[src/rtl/hetic_arbiter_if.sv]
// rtl/hetic_arbiter_if.sv - bus bundle between HETIC register file, arbiter and core
interface hetic_arbiter_if #(
  parameter int NrIrqLines = 64,
  parameter int NrIrqPrios = 32,
  parameter int NestDepth  = 4
);
  localparam int IrqWidth   = $clog2(NrIrqLines);
  localparam int PrioWidth  = $clog2(NrIrqPrios);
  localparam int DepthWidth = $clog2(NestDepth + 1);

  logic [NrIrqLines-1:0]           ie_i;
  logic [NrIrqLines-1:0]           ip_i;
  logic [NrIrqLines-1:0]           heti_i;
  logic [NrIrqLines-1:0]           nest_i;
  logic [NrIrqLines*PrioWidth-1:0] prio_i;
  logic                            irq_valid_o;
  logic [IrqWidth-1:0]             irq_id_o;
  logic                            irq_heti_o;
  logic                            irq_nest_o;
  logic [PrioWidth-1:0]            irq_prio_o;
  logic                            irq_ack_i;
  logic [IrqWidth-1:0]             irq_id_i;
  logic                            irq_done_i;
  logic                            clr_valid_o;
  logic [IrqWidth-1:0]             clr_id_o;
  logic [PrioWidth-1:0]            level_o;
  logic [DepthWidth-1:0]           depth_o;

  // arbiter side
  modport master (
    input  ie_i, ip_i, heti_i, nest_i, prio_i, irq_ack_i, irq_id_i, irq_done_i,
    output irq_valid_o, irq_id_o, irq_heti_o, irq_nest_o, irq_prio_o,
    output clr_valid_o, clr_id_o, level_o, depth_o
  );

  // register file / core side
  modport slave (
    output ie_i, ip_i, heti_i, nest_i, prio_i, irq_ack_i, irq_id_i, irq_done_i,
    input  irq_valid_o, irq_id_o, irq_heti_o, irq_nest_o, irq_prio_o,
    input  clr_valid_o, clr_id_o, level_o, depth_o
  );
endinterface

[src/rtl/hetic_arbiter.sv]
// rtl/hetic_arbiter.sv - priority arbiter and nesting scheduler for HETIC
module hetic_arbiter #(
  parameter int NrIrqLines = 64,
  parameter int NrIrqPrios = 32,
  parameter int NestDepth  = 4
) (
  input logic             clk_i,
  input logic             rst_ni,
  hetic_arbiter_if.master bus
);
  localparam int IrqWidth   = $clog2(NrIrqLines);
  localparam int PrioWidth  = $clog2(NrIrqPrios);
  localparam int DepthWidth = $clog2(NestDepth + 1);

  typedef enum logic [1:0] {IDLE, PRESENT, CLAIM, SETTLE} state_e;

  state_e state_q, state_d;

  // stack of active handler levels; entry depth-1 is the innermost
  logic [PrioWidth-1:0]  stk_prio_q [NestDepth];
  logic [PrioWidth-1:0]  stk_prio_d [NestDepth];
  logic                  stk_nest_q [NestDepth];
  logic                  stk_nest_d [NestDepth];
  logic [DepthWidth-1:0] depth_q, depth_d;

  logic                  cand_found_q, cand_found_d;
  logic [IrqWidth-1:0]   cand_id_q, cand_id_d;
  logic [PrioWidth-1:0]  cand_prio_q, cand_prio_d;
  logic                  cand_heti_q, cand_heti_d;
  logic                  cand_nest_q, cand_nest_d;
  logic [IrqWidth-1:0]   claim_id_q, claim_id_d;

  logic [PrioWidth-1:0]  top_prio;
  logic                  top_nest;
  logic                  stack_empty;
  logic                  stack_full;
  logic [PrioWidth-1:0]  line_prio;
  logic                  line_elig;
  logic [PrioWidth-1:0]  ack_prio;
  logic                  ack_nest;
  logic                  ack_take;

  assign stack_empty = (depth_q == '0);
  assign stack_full  = (depth_q == DepthWidth'(NestDepth));

  // innermost active level; zero when nothing is active
  always_comb begin
    top_prio = '0;
    top_nest = 1'b0;
    for (int i = 0; i < NestDepth; i++) begin
      if (DepthWidth'(i + 1) == depth_q) begin
        top_prio = stk_prio_q[i];
        top_nest = stk_nest_q[i];
      end
    end
  end

  // pick the highest-priority eligible line, lowest index on ties
  always_comb begin
    cand_found_d = 1'b0;
    cand_id_d    = '0;
    cand_prio_d  = '0;
    cand_heti_d  = 1'b0;
    cand_nest_d  = 1'b0;
    line_prio    = '0;
    line_elig    = 1'b0;
    for (int n = 0; n < NrIrqLines; n++) begin
      line_prio = bus.prio_i[n*PrioWidth +: PrioWidth];
      line_elig = bus.ie_i[n] && bus.ip_i[n] && (line_prio != '0) &&
                  (stack_empty || (top_nest && (line_prio > top_prio) && !stack_full));
      if (line_elig && (!cand_found_d || (line_prio > cand_prio_d))) begin
        cand_found_d = 1'b1;
        cand_id_d    = IrqWidth'(n);
        cand_prio_d  = line_prio;
        cand_heti_d  = bus.heti_i[n];
        cand_nest_d  = bus.nest_i[n];
      end
    end
  end

  // attributes of the line the core claims; the core's id is authoritative
  always_comb begin
    ack_prio = '0;
    ack_nest = 1'b0;
    for (int n = 0; n < NrIrqLines; n++) begin
      if (IrqWidth'(n) == bus.irq_id_i) begin
        ack_prio = bus.prio_i[n*PrioWidth +: PrioWidth];
        ack_nest = bus.nest_i[n];
      end
    end
  end

  // handshake FSM and handler stack next state
  always_comb begin
    state_d    = state_q;
    depth_d    = depth_q;
    stk_prio_d = stk_prio_q;
    stk_nest_d = stk_nest_q;
    claim_id_d = claim_id_q;
    ack_take   = 1'b0;

    unique case (state_q)
      IDLE: begin
        if (cand_found_d) state_d = PRESENT;
      end
      PRESENT: begin
        if (bus.irq_ack_i) begin
          ack_take   = 1'b1;
          claim_id_d = bus.irq_id_i;
          state_d    = CLAIM;
        end else if (!cand_found_d) begin
          state_d = IDLE;
        end
      end
      CLAIM: begin
        state_d = SETTLE;
      end
      SETTLE: begin
        state_d = cand_found_d ? PRESENT : IDLE;
      end
      default: begin
        state_d = IDLE;
      end
    endcase

    // a claim and a completion in the same cycle cancel out (push then pop)
    if (!(ack_take && bus.irq_done_i)) begin
      if (ack_take) begin
        if (!stack_full) begin
          for (int i = 0; i < NestDepth; i++) begin
            if (DepthWidth'(i) == depth_q) begin
              stk_prio_d[i] = ack_prio;
              stk_nest_d[i] = ack_nest;
            end
          end
          depth_d = depth_q + 1'b1;
        end
      end else if (bus.irq_done_i && !stack_empty) begin
        depth_d = depth_q - 1'b1;
      end
    end
  end

  // state, stack and candidate registers
  always_ff @(posedge clk_i or negedge rst_ni) begin
    if (!rst_ni) begin
      state_q      <= IDLE;
      depth_q      <= '0;
      cand_found_q <= 1'b0;
      cand_id_q    <= '0;
      cand_prio_q  <= '0;
      cand_heti_q  <= 1'b0;
      cand_nest_q  <= 1'b0;
      claim_id_q   <= '0;
      for (int i = 0; i < NestDepth; i++) begin
        stk_prio_q[i] <= '0;
        stk_nest_q[i] <= 1'b0;
      end
    end else begin
      state_q      <= state_d;
      depth_q      <= depth_d;
      cand_found_q <= cand_found_d;
      cand_id_q    <= cand_id_d;
      cand_prio_q  <= cand_prio_d;
      cand_heti_q  <= cand_heti_d;
      cand_nest_q  <= cand_nest_d;
      claim_id_q   <= claim_id_d;
      stk_prio_q   <= stk_prio_d;
      stk_nest_q   <= stk_nest_d;
    end
  end

  assign bus.irq_valid_o = (state_q == PRESENT) && cand_found_q;
  assign bus.irq_id_o    = bus.irq_valid_o ? cand_id_q   : '0;
  assign bus.irq_prio_o  = bus.irq_valid_o ? cand_prio_q : '0;
  assign bus.irq_heti_o  = bus.irq_valid_o && cand_heti_q;
  assign bus.irq_nest_o  = bus.irq_valid_o && cand_nest_q;
  assign bus.clr_valid_o = (state_q == CLAIM);
  assign bus.clr_id_o    = bus.clr_valid_o ? claim_id_q : '0;
  assign bus.level_o     = top_prio;
  assign bus.depth_o     = depth_q;
endmodule

[src/flat_wrapper.sv]
// flat-port wrapper written by rule: the top's interface ports become plain ports
module hetic_arbiter_flat 
#(
  parameter int NrIrqLines = 64,
  parameter int NrIrqPrios = 32,
  parameter int NestDepth  = 4
)
  (clk_i, rst_ni, bus_ie_i, bus_ip_i, bus_heti_i, bus_nest_i, bus_prio_i, bus_irq_ack_i, bus_irq_id_i, bus_irq_done_i, bus_irq_valid_o, bus_irq_id_o, bus_irq_heti_o, bus_irq_nest_o, bus_irq_prio_o, bus_clr_valid_o, bus_clr_id_o, bus_level_o, bus_depth_o);
  hetic_arbiter_if #(.NrIrqLines(NrIrqLines), .NrIrqPrios(NrIrqPrios), .NestDepth(NestDepth)) bus_i ();
  input logic clk_i;
  input logic rst_ni;
  input wire logic [$bits(bus_i.ie_i)-1:0] bus_ie_i;
  input wire logic [$bits(bus_i.ip_i)-1:0] bus_ip_i;
  input wire logic [$bits(bus_i.heti_i)-1:0] bus_heti_i;
  input wire logic [$bits(bus_i.nest_i)-1:0] bus_nest_i;
  input wire logic [$bits(bus_i.prio_i)-1:0] bus_prio_i;
  input wire logic [$bits(bus_i.irq_ack_i)-1:0] bus_irq_ack_i;
  input wire logic [$bits(bus_i.irq_id_i)-1:0] bus_irq_id_i;
  input wire logic [$bits(bus_i.irq_done_i)-1:0] bus_irq_done_i;
  output wire logic [$bits(bus_i.irq_valid_o)-1:0] bus_irq_valid_o;
  output wire logic [$bits(bus_i.irq_id_o)-1:0] bus_irq_id_o;
  output wire logic [$bits(bus_i.irq_heti_o)-1:0] bus_irq_heti_o;
  output wire logic [$bits(bus_i.irq_nest_o)-1:0] bus_irq_nest_o;
  output wire logic [$bits(bus_i.irq_prio_o)-1:0] bus_irq_prio_o;
  output wire logic [$bits(bus_i.clr_valid_o)-1:0] bus_clr_valid_o;
  output wire logic [$bits(bus_i.clr_id_o)-1:0] bus_clr_id_o;
  output wire logic [$bits(bus_i.level_o)-1:0] bus_level_o;
  output wire logic [$bits(bus_i.depth_o)-1:0] bus_depth_o;
  assign bus_i.ie_i = bus_ie_i;
  assign bus_i.ip_i = bus_ip_i;
  assign bus_i.heti_i = bus_heti_i;
  assign bus_i.nest_i = bus_nest_i;
  assign bus_i.prio_i = bus_prio_i;
  assign bus_i.irq_ack_i = bus_irq_ack_i;
  assign bus_i.irq_id_i = bus_irq_id_i;
  assign bus_i.irq_done_i = bus_irq_done_i;
  assign bus_irq_valid_o = bus_i.irq_valid_o;
  assign bus_irq_id_o = bus_i.irq_id_o;
  assign bus_irq_heti_o = bus_i.irq_heti_o;
  assign bus_irq_nest_o = bus_i.irq_nest_o;
  assign bus_irq_prio_o = bus_i.irq_prio_o;
  assign bus_clr_valid_o = bus_i.clr_valid_o;
  assign bus_clr_id_o = bus_i.clr_id_o;
  assign bus_level_o = bus_i.level_o;
  assign bus_depth_o = bus_i.depth_o;
  hetic_arbiter #(.NrIrqLines(NrIrqLines), .NrIrqPrios(NrIrqPrios), .NestDepth(NestDepth)) u_core (.clk_i(clk_i), .rst_ni(rst_ni), .bus(bus_i));
endmodule
[config.mk]
export PLATFORM = sky130hd
export DESIGN_NAME = hetic_arbiter_flat
export DESIGN_NICKNAME = d
export VERILOG_FILES = /design/src/rtl/hetic_arbiter_if.sv /design/src/rtl/hetic_arbiter.sv /design/src/flat_wrapper.sv
export SDC_FILE = /design/constraint.sdc
export NUM_CORES = 1
export LEC_CHECK = 0
export BUFFER_PORTS_ARGS = -buffer_cell sky130_fd_sc_hd__buf_2
export CAP_MARGIN = 10
export CORE_AREA = 2 2 269 271
export CTS_BUF_LIST = sky130_fd_sc_hd__clkbuf_4
export CTS_CLUSTER_DIAMETER = 100
export DETAILED_ROUTE_END_ITERATION = 16
export DIE_AREA = 0 0 271 273
export PLACE_DENSITY = 0.68
export SYNTH_ARGS = -nofsm -noshare
export SYNTH_HDL_FRONTEND = slang
export SYNTH_SLANG_ARGS = --single-unit
export TNS_END_PERCENT = 100
[constraint.sdc]
create_clock -name clk_i -period 373 [get_ports clk_i]
set_input_delay 74.6 -clock clk_i [delete_from_list [all_inputs] [get_ports clk_i]]
set_output_delay 74.6 -clock clk_i [all_outputs]
set_load 0.005 [all_outputs]
==> qor.csv <==
stage;metric;value;unit
cts;htreeDepth;2;
sta;finalSetupTns;0;ns
worst_setup_path;worstPathArrival;210.12;ns
grt;track_usage;0.446;
cts;clk_transition_reported_paths;0.20;ns
yosys;synth_warnings;0;
cts;cts_buffers;5;
detailed_routing;ant_nets;0;
finish;num-nets-final;6305;
cts;worstSkewPairLatency;0.46;ns
grt;grt_remaining_overflow;0;
sta;setup_viol;0;
floorplanning;io_pins;615;
worst_setup_path;start_kind;input port;
yosys;muxShareOfSynthArea;0.0746;
worst_setup_path;endpoint_kind;register;
yosys;synth_top_family_by_area;compound AO/OA/AOI/OAI gates;
worst_setup_path;cpPeakStageDelay;0.84;ns
finish;n_fill_cell;7314;
status;run_status;complete, no violations;
yosys;synthDistinctLibCells;132;
yosys;synth_commonest_cells;ha_1 (588), nand2_1 (467), o21ai_0 (370);
finish;fin_area;36700;µm²
floorplanning;initial_utilization;0.458;
floorplanning;die-height;273;µm
yosys;synth-compound-area-share;0.344;
sta;hold_viol;0;
yosys;synth_area;32500;µm²
yosys;synth_cells;4593;
cts;cts-resized-gates;0;
yosys;postSynth.asyncResetShare;1.00;
floorplanning;rows;98;
floorplanning;dieArea;74000;µm²
yosys;synth_fa_ha_area_frac;0.227;
min_path;holdPathStages;2;
yosys;syn_avg_cell_area;7.08;µm²
grt;antenna_found_initial;27;
sta;rsz0062_at_grt;no;
yosys;synth.most_common_cell;ha_1;
floorplanning;coreArea;71000;µm²
worst_setup_path;reg2reg_depth;642;
yosys;seq_area_frac_synth;0.0377;
detailed_routing;drc;0;
sta;fin_crit;209.79;ns
cts;cts_tree;built;
place;place_area;36600;µm²
cts;hold_buffers;0;
yosys;synth_ff_type;dfrtp_1;
sta;tightest_slew;1.22;ns
grt;grt_max_degree;50;
place;dpl.hpwl;146;mm
yosys;synth_edf_count;0;
min_path;hold_path_class;reg2reg;
yosys;synth.net_count;5767;
sta;fin_skew;0.0422;ns
worst_setup_path;setup.worst_path.class;in2reg;
flow_run;maxCapViolations;0;
yosys;synth-simple-area-share;0.260;
cts;cts_root_buf;clkbuf_4;
detailed_routing;drtPass1Iterations;6;
worst_setup_path;cpMostUsedCell;ha_1;
cts;cts.path.max_buffers;2;
sta;fmax;4.77;MHz
sta;slew_headroom;0.186;
cts;cts_setup_buffers;0;
sta;slew_viol_final;0;
grt;grt_pass1_wl;250;mm
yosys;synth_area_leaders;ha_1 (23%), o21ai_0 (5.7%), nand2_1 (5.4%);
place;port_buffers;614;
detailed_routing;drt_iter0_drc;4544;
floorplanning;die_x;271;µm
detailed_routing;wl;174;mm
place;gp_congestion;1.05;
detailed_routing;routed_via_density;6.81;
yosys;synth_top_area_cell;ha_1;
yosys;synth_top_area_frac;0.226;
grt;grt_pass1_vias;38700;
finish;layout-drive-gt1-share;0.173;
yosys;synth_xor_area_frac;0.00619;
detailed_routing;vias;41500;
finish;area_delta_synth_final;12.9;%
cts;cts.sinks;49;
worst_setup_path;path_max_fanout;19;
worst_setup_path;cp.required;373.33;ns
yosys;synth_seq_cells;49;
sta;finalCritPeriodShare;0.562;
worst_setup_path;critPathSlowestCell;o211ai_1;
detailed_routing;routedWlPerCell;28.6;µm
==> area by class of cell <==
cell class                      count  area, µm²  area share
Timing Repair Buffer              657       3400      0.0925
Antenna cell                       15       37.5     0.00102
Clock buffer                        5       37.5     0.00102
Sequential cell                    49       1230      0.0334
Inverter                          296       1110      0.0303
Tap cell                          950       1190      0.0324
Multi-Input combinational cell   4122      29700       0.809
Clock inverter                      3       28.8    0.000784
==> routing by layer <==
| metal | vias up | global-route usage | part of all wire |
|---|---|---|---|
| met4 | 28 | 0.295 | 0.078 |
| met3 | 667 | 0.114 | 0.12 |
| met5 | - | 0 | 0.0010 |
| met2 | 2693 | 0.710 | 0.43 |
| met1 | 19400 | 0.531 | 0.37 |
| li1 | 18700 | - | - |
==> placed cells by master, fill, tap and decap left out, types with 92 or more instances in the layout <==
cell | Yosys | final
o21a_1 | 119 | 116
ha_1 | 588 | 588
mux2i_1 | 123 | 123
a21oi_1 | 267 | 267
nor2_1 | 346 | 346
nand2b_1 | 92 | 92
nand3_1 | 165 | 165
nand2_1 | 467 | 466
nor2b_1 | 130 | 130
o21ai_0 | 370 | 368
inv_1 | 293 | 292
buf_2 | 15 | 614
==> path summary, 6_finish.rpt <==
path / startpoint / end / slack [ns]
max: bus_prio_i[4] / u_core.cand_prio_q[3]$_DFF_PN0_ / 163.21
min: u_core.stk_prio_q[6]$_DFFE_PN0P_ / u_core.stk_prio_q[6]$_DFFE_PN0P_ / 0.51
max reg2reg: u_core.bus.depth_o[2]$_DFFE_PN0P_ / u_core.cand_prio_q[3]$_DFF_PN0_ / 235.05
min reg2reg: u_core.stk_prio_q[6]$_DFFE_PN0P_ / u_core.stk_prio_q[6]$_DFFE_PN0P_ / 0.51
max in group asynchronous: rst_ni / u_core.cand_heti_q$_DFF_PN0_ / 298.19
min in group asynchronous: rst_ni / u_core.cand_id_q[5]$_DFF_PN0_ / 74.21
==> metrics by stage <==
stage / util / hold WS [ns] / std cells / setup slack, ns
floorplan: - / 0.450 / 4593 / 179.96
global placement: 0.516 / 0.462 / 6074 / 167.93
detailed placement: 0.516 / 0.471 / 6074 / 165.63
CTS: 0.517 / 0.509 / 6082 / 165.70
global route: 0.517 / 0.534 / 6088 / 151.35
finish: 0.517 / 0.515 / 6097 / 163.21
==> sequential cells by signal (all words and copies together), names as in the netlist, named ones only <==
name and flops:
u_core.stk_prio_q 20, u_core.cand_id_q 6, u_core.claim_id_q 6, u_core.cand_prio_q 5, u_core.stk_nest_q 4, u_core.bus.depth_o 3, u_core.cand_found_q 1, u_core.cand_heti_q 1
u_core.cand_nest_q 1, u_core.state_q 1
==> worst max-delay path, delay by kind of cell <==
family	cells	cell delay (ns)
AOI/OAI and AO/OA	299	63.92
adders and majority gates	66	19.36
buffers and inverters	51	6.62
muxes	36	11.74
and+or+nand+nor	184	33.62
==> logic make-up (layout without fill, tap and decap cells) <==
family,Yosys count,count (layout)
simple gates,1691,1691
fa+ha+maj,590,590
buf+inv,422,961
mux,226,226
other cells,0,15
flops,49,49
compound gates,1592,1592
xor+xnor,23,23
Power is not shown: default switching activity piles up to over one toggle a cycle in this logic, so the estimate is an artifact.
